--- config.mk ---
export PLATFORM = sky130hd
export DESIGN_NAME = elm_output_layer_engine_flat
export DESIGN_NICKNAME = d
export VERILOG_FILES = /design/src/rtl/elm_pkg.sv /design/src/rtl/elm_output_layer_engine_if.sv /design/src/rtl/elm_mac.sv /design/src/rtl/elm_output_layer_engine.sv /design/src/flat_wrapper.sv
export SDC_FILE = /design/constraint.sdc
export NUM_CORES = 1
export LEC_CHECK = 0
export ABC_AREA = 1
export BUFFER_PORTS_ARGS = -buffer_cell sky130_fd_sc_hd__buf_2
export CORE_MARGIN = 1
export CORE_UTILIZATION = 30
export CTS_CLUSTER_DIAMETER = 100
export DETAILED_ROUTE_END_ITERATION = 7
export PLACE_DENSITY = 0.43
export SLEW_MARGIN = 20
export SYNTH_ARGS = -nofsm -noshare
export SYNTH_HDL_FRONTEND = slang
export SYNTH_SLANG_ARGS = --single-unit
--- constraint.sdc ---
create_clock -name i_clk -period 5.65 [get_ports i_clk]
set_input_delay 1.13 -clock i_clk [delete_from_list [all_inputs] [get_ports i_clk]]
set_output_delay 1.13 -clock i_clk [all_outputs]
set_load 0.1 [all_outputs]
--- src/rtl/elm_pkg.sv ---
// ----------------------------------------------------------------------------
// elm_pkg
// Shared definitions for the ELM output stage: the engine FSM state type, a
// clog2 helper used for address/index widths, and the default datapath widths
// shared with the argmax controller.
// ----------------------------------------------------------------------------
package elm_pkg;

    localparam int unsigned ELM_DW    = 16;  // activation / weight width
    localparam int unsigned ELM_AW    = 40;  // accumulator width
    localparam int unsigned ELM_OW    = 16;  // stored score width
    localparam int unsigned ELM_SHIFT = 8;   // fixed-point rescale shift

    typedef enum logic [2:0] {
        StIdle,
        StAddr,
        StDrain,
        StStore,
        StDone
    } elm_state_e;

    // Never returns less than 1 so a single-entry dimension still gets a bit.
    function automatic int unsigned elm_clog2(input int unsigned value);
        int unsigned result;
        result = 1;
        while ((64'd1 << result) < 64'(value)) begin
            result++;
        end
        return result;
    endfunction

endpackage

--- src/rtl/elm_output_layer_engine_if.sv ---
// ----------------------------------------------------------------------------
// elm_output_layer_engine_if
// Bundles the engine's control, memory-read and score-read signals.
//   start      : begin a computation
//   h_addr     : hidden activation RAM address   h_data : activation (1-cycle latency)
//   w_addr     : weight ROM address c*N_HIDDEN+j w_data : weight (1-cycle latency)
//   score_idx  : downstream read index           score  : buffer[score_idx]
//   m2_done    : scores complete and stable      busy   : computation in progress
// Modports: slave = engine, master = environment (memories + argmax side).
// ----------------------------------------------------------------------------
interface elm_output_layer_engine_if
    import elm_pkg::*;
#(
    parameter int unsigned N_HIDDEN = 64,
    parameter int unsigned N_CLASS  = 10,
    parameter int unsigned DW       = ELM_DW,
    parameter int unsigned OW       = ELM_OW
);
    localparam int unsigned HAW = elm_clog2(N_HIDDEN);
    localparam int unsigned WAW = elm_clog2(N_CLASS * N_HIDDEN);
    localparam int unsigned CW  = elm_clog2(N_CLASS);

    logic                 start;
    logic [HAW-1:0]       h_addr;
    logic signed [DW-1:0] h_data;
    logic [WAW-1:0]       w_addr;
    logic signed [DW-1:0] w_data;
    logic [CW-1:0]        score_idx;
    logic signed [OW-1:0] score;
    logic                 m2_done;
    logic                 busy;

    modport slave (
        input  start, h_data, w_data, score_idx,
        output h_addr, w_addr, score, m2_done, busy
    );

    modport master (
        output start, h_data, w_data, score_idx,
        input  h_addr, w_addr, score, m2_done, busy
    );

endinterface

--- src/rtl/elm_mac.sv ---
// ----------------------------------------------------------------------------
// elm_mac
// Signed DW x DW multiply with AW-bit accumulate.
//   i_clk, i_rst_n : clock, asynchronous active-low reset
//   i_en           : add the current product this cycle
//   i_clr          : synchronous clear (wins over i_en)
//   i_a, i_b       : signed operands
//   o_acc          : signed accumulator
// ----------------------------------------------------------------------------
module elm_mac #(
    parameter int unsigned DW = 16,
    parameter int unsigned AW = 40
) (
    input  logic                 i_clk,
    input  logic                 i_rst_n,
    input  logic                 i_en,
    input  logic                 i_clr,
    input  logic signed [DW-1:0] i_a,
    input  logic signed [DW-1:0] i_b,
    output logic signed [AW-1:0] o_acc
);
    logic signed [2*DW-1:0] w_prod;
    logic signed [AW-1:0]   w_prod_ext;
    logic signed [AW-1:0]   r_acc;

    assign w_prod     = i_a * i_b;
    assign w_prod_ext = {{(AW - 2 * DW){w_prod[2*DW-1]}}, w_prod};

    always_ff @(posedge i_clk or negedge i_rst_n) begin
        if (!i_rst_n) begin
            r_acc <= '0;
        end else if (i_clr) begin
            r_acc <= '0;
        end else if (i_en) begin
            r_acc <= r_acc + w_prod_ext;
        end
    end

    assign o_acc = r_acc;

endmodule

--- src/rtl/elm_output_layer_engine.sv ---
// ----------------------------------------------------------------------------
// elm_output_layer_engine
// Computes score[c] = sum_j h[j]*w[c][j] for every class, stores the rescaled
// result in a score buffer, then raises m2_done and holds the buffer for the
// argmax stage until the next start.
//   i_clk   : rising-edge clock
//   i_rst_n : asynchronous active-low reset
//   io_bus  : elm_output_layer_engine_if.slave (start, memory ports, score read,
//             m2_done, busy)
// Build option: ELM_SCORE_SAT_EN -- clamp the shifted accumulator to the OW
// range instead of keeping its low OW bits.
// ----------------------------------------------------------------------------
module elm_output_layer_engine
    import elm_pkg::*;
#(
    parameter int unsigned N_HIDDEN = 64,
    parameter int unsigned N_CLASS  = 10,
    parameter int unsigned DW       = ELM_DW,
    parameter int unsigned AW       = ELM_AW,
    parameter int unsigned SHIFT    = ELM_SHIFT,
    parameter int unsigned OW       = ELM_OW
) (
    input  logic                        i_clk,
    input  logic                        i_rst_n,
    elm_output_layer_engine_if.slave    io_bus
);
    localparam int unsigned HAW = elm_clog2(N_HIDDEN);
    localparam int unsigned WAW = elm_clog2(N_CLASS * N_HIDDEN);
    localparam int unsigned CW  = elm_clog2(N_CLASS);

    localparam logic [HAW-1:0] J_LAST = HAW'(N_HIDDEN - 1);
    localparam logic [CW-1:0]  C_LAST = CW'(N_CLASS - 1);
    localparam logic [WAW-1:0] W_STEP = WAW'(N_HIDDEN);

    elm_state_e           r_state, w_state_d;
    logic [HAW-1:0]       r_j, w_j_d;
    logic [CW-1:0]        r_c, w_c_d;
    logic [WAW-1:0]       r_wbase, w_wbase_d;
    logic                 r_busy, w_busy_d;
    logic                 r_done, w_done_d;
    logic                 r_mac_en;  // an address went out last cycle, its data is here now
    logic                 w_store;
    logic signed [AW-1:0] w_acc;
    logic signed [OW-1:0] w_result;
    logic signed [OW-1:0] r_buf [N_CLASS];

    // ---------------------------------------------------------------- FSM
    always_comb begin
        w_state_d = r_state;
        w_j_d     = r_j;
        w_c_d     = r_c;
        w_wbase_d = r_wbase;
        w_busy_d  = r_busy;
        w_done_d  = r_done;
        w_store   = 1'b0;
        unique case (r_state)
            StIdle, StDone: begin
                // Flags settle one cycle after entering DONE.
                if (r_state == StDone) begin
                    w_done_d = 1'b1;
                    w_busy_d = 1'b0;
                end
                if (io_bus.start) begin
                    w_state_d = StAddr;
                    w_j_d     = '0;
                    w_c_d     = '0;
                    w_wbase_d = '0;
                    w_busy_d  = 1'b1;
                    w_done_d  = 1'b0;
                end
            end
            StAddr: begin
                if (r_j == J_LAST) begin
                    w_state_d = StDrain;
                end else begin
                    w_j_d = r_j + 1'b1;
                end
            end
            StDrain: begin
                w_state_d = StStore;
            end
            StStore: begin
                w_store = 1'b1;
                w_j_d   = '0;
                if (r_c == C_LAST) begin
                    w_state_d = StDone;
                end else begin
                    w_c_d     = r_c + 1'b1;
                    w_wbase_d = r_wbase + W_STEP;
                    w_state_d = StAddr;
                end
            end
            default: begin
                w_state_d = StIdle;
            end
        endcase
    end

    always_ff @(posedge i_clk or negedge i_rst_n) begin
        if (!i_rst_n) begin
            r_state  <= StIdle;
            r_j      <= '0;
            r_c      <= '0;
            r_wbase  <= '0;
            r_busy   <= 1'b0;
            r_done   <= 1'b0;
            r_mac_en <= 1'b0;
        end else begin
            r_state  <= w_state_d;
            r_j      <= w_j_d;
            r_c      <= w_c_d;
            r_wbase  <= w_wbase_d;
            r_busy   <= w_busy_d;
            r_done   <= w_done_d;
            r_mac_en <= (r_state == StAddr);
        end
    end

    // ---------------------------------------------------------------- datapath
    elm_mac #(
        .DW (DW),
        .AW (AW)
    ) u_mac (
        .i_clk   (i_clk),
        .i_rst_n (i_rst_n),
        .i_en    (r_mac_en),
        .i_clr   (w_store),
        .i_a     (io_bus.h_data),
        .i_b     (io_bus.w_data),
        .o_acc   (w_acc)
    );

`ifdef ELM_SCORE_SAT_EN
    localparam logic signed [AW-1:0] SAT_MAX = {{(AW - OW + 1){1'b0}}, {(OW - 1){1'b1}}};
    localparam logic signed [AW-1:0] SAT_MIN = {{(AW - OW + 1){1'b1}}, {(OW - 1){1'b0}}};

    logic signed [AW-1:0] w_shr;
    assign w_shr = w_acc >>> SHIFT;

    always_comb begin
        w_result = OW'(w_shr);
        if (w_shr > SAT_MAX) begin
            w_result = OW'(SAT_MAX);
        end else if (w_shr < SAT_MIN) begin
            w_result = OW'(SAT_MIN);
        end
    end
`else
    assign w_result = OW'(w_acc >>> SHIFT);
`endif

    always_ff @(posedge i_clk or negedge i_rst_n) begin
        if (!i_rst_n) begin
            for (int i = 0; i < int'(N_CLASS); i++) begin
                r_buf[i] <= '0;
            end
        end else if (w_store) begin
            r_buf[r_c] <= w_result;
        end
    end

    // ---------------------------------------------------------------- outputs
    assign io_bus.h_addr  = r_j;
    assign io_bus.w_addr  = r_wbase + WAW'(r_j);
    assign io_bus.busy    = r_busy;
    assign io_bus.m2_done = r_done;
    assign io_bus.score   = (32'(io_bus.score_idx) < N_CLASS) ? r_buf[io_bus.score_idx] : '0;

endmodule

--- src/flat_wrapper.sv ---
// flat-port wrapper written by rule: the top's interface ports become plain ports
module elm_output_layer_engine_flat import elm_pkg::*;
#(
    parameter int unsigned N_HIDDEN = 64,
    parameter int unsigned N_CLASS  = 10,
    parameter int unsigned DW       = ELM_DW,
    parameter int unsigned AW       = ELM_AW,
    parameter int unsigned SHIFT    = ELM_SHIFT,
    parameter int unsigned OW       = ELM_OW
)
  (i_clk, i_rst_n, io_bus_start, io_bus_h_data, io_bus_w_data, io_bus_score_idx, io_bus_h_addr, io_bus_w_addr, io_bus_score, io_bus_m2_done, io_bus_busy);
  elm_output_layer_engine_if #(.N_HIDDEN(N_HIDDEN), .N_CLASS(N_CLASS), .DW(DW), .OW(OW)) io_bus_i ();
  input  logic i_clk;
  input  logic i_rst_n;
  input wire logic [$bits(io_bus_i.start)-1:0] io_bus_start;
  input wire logic [$bits(io_bus_i.h_data)-1:0] io_bus_h_data;
  input wire logic [$bits(io_bus_i.w_data)-1:0] io_bus_w_data;
  input wire logic [$bits(io_bus_i.score_idx)-1:0] io_bus_score_idx;
  output wire logic [$bits(io_bus_i.h_addr)-1:0] io_bus_h_addr;
  output wire logic [$bits(io_bus_i.w_addr)-1:0] io_bus_w_addr;
  output wire logic [$bits(io_bus_i.score)-1:0] io_bus_score;
  output wire logic [$bits(io_bus_i.m2_done)-1:0] io_bus_m2_done;
  output wire logic [$bits(io_bus_i.busy)-1:0] io_bus_busy;
  assign io_bus_i.start = io_bus_start;
  assign io_bus_i.h_data = io_bus_h_data;
  assign io_bus_i.w_data = io_bus_w_data;
  assign io_bus_i.score_idx = io_bus_score_idx;
  assign io_bus_h_addr = io_bus_i.h_addr;
  assign io_bus_w_addr = io_bus_i.w_addr;
  assign io_bus_score = io_bus_i.score;
  assign io_bus_m2_done = io_bus_i.m2_done;
  assign io_bus_busy = io_bus_i.busy;
  elm_output_layer_engine #(.N_HIDDEN(N_HIDDEN), .N_CLASS(N_CLASS), .DW(DW), .AW(AW), .SHIFT(SHIFT), .OW(OW)) u_core (.i_clk(i_clk), .i_rst_n(i_rst_n), .io_bus(io_bus_i));
endmodule
==> impl_metrics.tcl, run 1 <==
set metrics [dict create \
    cpMostUsedCell "fa_1" \
    placed_area_um2 20100 \
    layout_commonest_cell "nand2_1" \
    die_area_um2 60800 \
    fin_util 0.364 \
    die_x_um 247 \
    cts_tree "done" \
    dp_hpwl_um 39300 \
    cpPeakStageDelay_ns 0.56 \
    initial_core_util 0.304 \
    synthCells 2263 \
    nets 2697 \
    first_global_vias 15171 \
    synth-simple-area-share 0.155 \
    slew_headroom 0.414 \
    hold_end "u_core.r_buf[143]" \
    synth_compound_area_frac 0.119 \
    tightest_slew_ns 0.879 \
    cts_sinks 204 \
    mostFrequentLayoutCells "506 x nand2_1, 479 x inv_1, 250 x o21ai_0" \
    setup_tns_ns 0 \
    cap_violations 0 \
    min_period_ns 5.49 \
    min_from "u_core.r_buf[143]" \
    outcome "finished clean" \
    pin_count 73 \
    synth_warnings 0 \
    crit_required_ns 6.05 \
    rsz0062_at_grt "true" \
    h-tree-depth 1 \
    drc 0 \
    grt_max_degree 110 \
    insertion_delay_ns 0.52 \
    antenna_found_initial 0 \
    final-setup-viol-count 0 \
    report.final.slew_viol_count 0 \
    synth_top_family_by_area "adder cells" \
    cp_data_arrival_time_ns 5.89 \
    syn2layout_area_growth_pct 20.0 \
    cp_slowest_cell "fa_1" \
    rr_worst_depth 18 \
    syn_area_um2 18000 \
    portBuffers 72 \
    avgSynthCellArea_um2 7.94 \
    start_kind "input pin" \
    grt.total_usage 0.181 \
    grt_overflow_total 0 \
    rows 89 \
    die_h_um 247 \
    drive_above_1_share 0.161 \
    drtPass1Iterations 5 \
    ant_nets 0 \
    antenna_cells 0 \
    wire_per_inst_um 16.7 \
    synth-edff-count 0 \
    path_max_fanout 6 \
    hold_viol 0 \
    synth_adder_area_share 0.294 \
    via_count 14395 \
    muxShareOfSynthArea 0.00390 \
    r2r_start "u_core.u_mac.o_acc[15]" \
    root_buffer "clkbuf_16" \
    design_area_um2 21500 \
    holdPathStages 2 \
    totalWireLength_um 52500 \
    clockBufferDepth 3 \
    async_flop_share 1.00 \
    synth_nets 2598 \
    synth_top_flop_cell "dfrtp_1" \
    synth-seq-cells 204 \
    worstSetupEndpointType "register" \
    place.gp.congestion 0.863 \
    r2r_end "u_core.u_mac.o_acc[18]" \
    yosysSeqAreaShare 0.284 \
    critical_path_class "input pin to register" \
    synthDistinctLibCells 40 \
    cts_buffers 22 \
    hold_path_class "register to register" \
    core-area_um2 59100 \
    avgViaCountPerCell 4.57 \
    period_share 0.972 \
    r2r_setup_slack_ns 0.97 \
    path_cells "buf_6 > buf_12 > nand2_1 > inv_1 > fa_1 > inv_1 > fa_1 > fa_1 > fa_1 > inv_1 > fa_1 > inv_1 > fa_1 > inv_2 > ha_4 > a21oi_4 > o21ai_2 > a21oi_2 > o21ai_2 > a21o_1 > buf_4 > o21ai_2 > nand2_1" \
    synth-xor-area-share 0.00732 \
    clkTransAtPathRegs_ns 0.06 \
    max_freq_mhz 182 \
    clock_skew_ns 0.0177 \
    drtIter0Drc 893 \
    grt_pass1_wl_um 85500 \
]
## stage by stage
step	instances	hold WS, ns	setup WS [ns]
2_1_floorplan	2263	0.448	-0.165
4_1_cts	3142	0.483	0.00221
6_report	3150	0.481	0.160
5_1_grt	3150	0.496	-0.0259
3_5_place_dp	3103	0.468	-0.590
3_3_place_gp	3103	0.461	-0.630
## kinds of logic (layout without fill, tap and decap cells)
kind of cell | after synthesis | count (layout)
simple gates | 702 | 702
buf+inv | 650 | 764
compound gates | 389 | 389
fa+ha+maj | 296 | 296
flops | 204 | 204
xor+xnor | 15 | 15
mux | 7 | 7
## worst max-delay path, delay by kind of cell
kind / cells / cell delay (ns)
adders and majority gates: 7 / 3.22
and+or+nand+nor: 2 / 0.12
AOI/OAI and AO/OA: 6 / 0.75
buffers and inverters: 8 / 0.66
## per-layer routing
| layer | vias up | part of all wire | GRT usage | routed length [µm] |
|---|---|---|---|---|
| met5 | - | 0 | 0 | 0 |
| met4 | 0 | 0.014 | 0.0243 | 741 |
| met3 | 45 | 0.030 | 0.0214 | 1580 |
| met2 | 192 | 0.48 | 0.304 | 25200 |
| met1 | 7124 | 0.48 | 0.254 | 25000 |
| li1 | 7034 | - | - | - |
## how the worst max path moves through the flow
stage	from	endpoint	cells past startpoint
2_1_floorplan	io_bus_w_data[3]	u_core.u_mac.o_acc[21]	22
3_3_place_gp	io_bus_h_data[5]	u_core.u_mac.o_acc[14]	21
3_5_place_dp	io_bus_h_data[4]	u_core.u_mac.o_acc[17]	19
4_1_cts	io_bus_h_data[5]	u_core.u_mac.o_acc[23]	23
5_1_grt	io_bus_w_data[1]	u_core.u_mac.o_acc[21]	23
6_report	io_bus_w_data[1]	u_core.u_mac.o_acc[18]	23
## area by class of cell
cell class | instances | area (µm²)
clock buffer | 35 | 691
clock inverter | 4 | 95.1
timing repair buffer | 208 | 1740
tap | 773 | 967
sequential | 204 | 5100
inverter | 517 | 1950
multi-input combinational | 1409 | 11000
fill | 6127 | 37600
## synthesized netlist by cell type, drive strengths merged (19+ instances only)
cell / count / area [µm²]
nand2: 529 / 1990
a21oi: 47 / 250
ha: 87 / 1090
o22ai: 19 / 119
o221ai: 21 / 184
nor2: 111 / 432
fa: 209 / 4180
clkbuf: 122 / 458
o21ai: 275 / 1380
dfrtp: 204 / 5100
inv: 515 / 1930
nand3: 31 / 155
## what timing repair did
item / in CTS / in global routing
pin swaps: 0 / 64
endpoints found under the hold margin: 0 / 0
cloned: 0 / 1
gates resized for setup: 5 / 173
endpoints found under the setup margin: 9 / 15
hold buffers: 0 / 0
setup buffers: 0 / 7
## state kept, by name (all words and copies together), names as in the netlist
signal,cells
u_core.io_bus.busy,1
u_core.r_wbase,4
u_core.r_c,4
u_core.r_state,3
u_core.r_buf,160
u_core.io_bus.m2_done,1
u_core.u_mac.o_acc,24
u_core.io_bus.h_addr,6
u_core.r_mac_en,1
Power of run 1 is left out: the tool's default activity adds up to more than one toggle a clock period on the data nets, which glitch-free logic cannot reach.
==> inputs of run 2 (changes only) <==
CELL_PAD_IN_SITES_DETAIL_PLACEMENT = 0   (was unset)
CELL_PAD_IN_SITES_GLOBAL_PLACEMENT = 1   (was unset)
PLACE_DENSITY = 0.53   (was 0.43)
==> impl_metrics.tcl, run 2 (synthesized netlist as in run 1, its figures left out) <==
set metrics [dict create \
    rr_worst_depth 18 \
    min_from "u_core.r_buf[76]" \
    layout_commonest_cell "nand2_1" \
    place.gp.congestion 0.823 \
    clock_skew_ns 0.0116 \
    critical_path_class "input pin to register" \
    initial_core_util 0.304 \
    cpMostUsedCell "fa_1" \
    totalWireLength_um 52000 \
    path_cells "buf_12 > buf_12 > nand2_4 > inv_2 > fa_1 > inv_2 > fa_1 > inv_2 > fa_1 > fa_1 > fa_1 > inv_2 > fa_1 > inv_2 > ha_4 > nand2_4 > nor4_4 > nand4_1 > nand3_2 > a21oi_1 > o21ai_1 > o21ai_1" \
    period_share 0.992 \
    ant_nets 0 \
    avgViaCountPerCell 4.57 \
    mostFrequentLayoutCells "502 x nand2_1, 473 x inv_1, 249 x o21ai_0" \
    die_h_um 247 \
    cap_violations 0 \
    dp_hpwl_um 39300 \
    grt_pass1_wl_um 84700 \
    drc 0 \
    grt.total_usage 0.179 \
    path_max_fanout 8 \
    nets 2706 \
    clkTransAtPathRegs_ns 0.06 \
    min_period_ns 5.60 \
    drive_above_1_share 0.171 \
    cp_data_arrival_time_ns 6.00 \
    fillers 6204 \
    grt_max_degree 137 \
    antenna_cells 0 \
    critPathLaunch "io_bus_h_data[7]" \
    cp_slowest_cell "fa_1" \
    fin_util 0.367 \
    die_area_um2 60800 \
    die_x_um 247 \
    pin_count 73 \
    largest_reg_flops 160 \
    first_global_vias 14982 \
    holdPathStages 2 \
    root_buffer "clkbuf_16" \
    tightest_slew_ns 0.813 \
    hold_path_class "register to register" \
    hold_viol 0 \
    cpPeakStageDelay_ns 0.54 \
    hold_slack_ns 0.479 \
    portBuffers 72 \
    worstSetupEndpointType "register" \
    cts_buffers 22 \
    report.final.slew_viol_count 0 \
    outcome "finished clean" \
    max_freq_mhz 178 \
    largest-register "u_core.r_buf" \
    start_kind "input pin" \
    syn2layout_area_growth_pct 20.7 \
    h-tree-depth 1 \
    slew_headroom 0.457 \
    core-area_um2 59100 \
    rsz0062_at_grt "true" \
    insertion_delay_ns 0.52 \
    cts_sinks 204 \
    clockBufferDepth 3 \
    antenna_found_initial 0 \
    r2r_start "u_core.u_mac.o_acc[15]" \
    grt_overflow_total 0 \
    cts_tree "done" \
    drtIter0Drc 867 \
    drtPass1Iterations 7 \
    wire_per_inst_um 16.4 \
    via_count 14445 \
    crit_required_ns 6.04 \
    setup_tns_ns 0 \
    rows 89 \
    final-setup-viol-count 0 \
]
-- run 2: cell count changes in the layout (fill, tap and decap cells not counted), moves of 3 or more --
cell	before	now
a21oi_4	8	5
nand2_4	7	10
inv_1	479	473
buf_12	14	19
nand3_1	30	27
nand2_1	506	502
a21oi_2	10	14
clkinv_2	1	4
nand3_2	1	4
inv_2	34	40
buf_6	16	23
-- run 2: what timing repair did --
action	4_1_cts	5_1_grt
gates resized for setup	38	144
hold buffers	0	0
setup buffers	2	6
pin swaps	8	83
endpoints found under the setup margin	9	15
-- run 2: worst paths after layout --
check,endpoint,slack (ns)
min in group asynchronous,u_core.u_mac.o_acc[2],0.59
setup reg to reg,u_core.u_mac.o_acc[21],0.84
max in group asynchronous,u_core.r_buf[56],3.75
hold reg to reg,u_core.r_buf[76],0.48
hold / removal,u_core.r_buf[76],0.48
setup / recovery,u_core.u_mac.o_acc[21],0.05
-- run 2: critical path: cells and delay by family --
family,cells,cell delay [ns]
compound gates,3,0.23
buf+inv,7,0.44
simple gates,5,0.73
fa+ha+maj,7,3.42
-- run 2: metal layers --
| metal | up-vias | GRT usage | wire length [µm] |
|---|---|---|---|
| li1 | 7053 | - | - |
| met1 | 7151 | 0.260 | 25300 |
| met2 | 202 | 0.296 | 24500 |
| met3 | 39 | 0.0164 | 1670 |
| met4 | 0 | 0.0234 | 568 |
| met5 | - | 0 | 0 |
-- run 2: cell type report --
type	instances	area (µm²)	share of cell area
clock buffer	33	673	0.0311
inverter	517	1950	0.0898
sequential	204	5100	0.236
tap	773	967	0.0446
timing repair buffer	217	1860	0.0858
multi-input combinational	1409	11000	0.509
clock inverter	7	88.8	0.00410
-- run 2: per-stage QoR --
stage | instances | setup WS, ns | area, µm²
final | 3160 | 0.0453 | 21700
after global routing | 3160 | -0.113 | 21700
after CTS | 3154 | 0.00771 | 21200
after detailed placement | 3112 | -0.782 | 20300
after global placement | 3112 | -0.783 | 20300
after floorplan | 2263 | -0.165 | 18500
Power of run 2 is left out for the same reason.
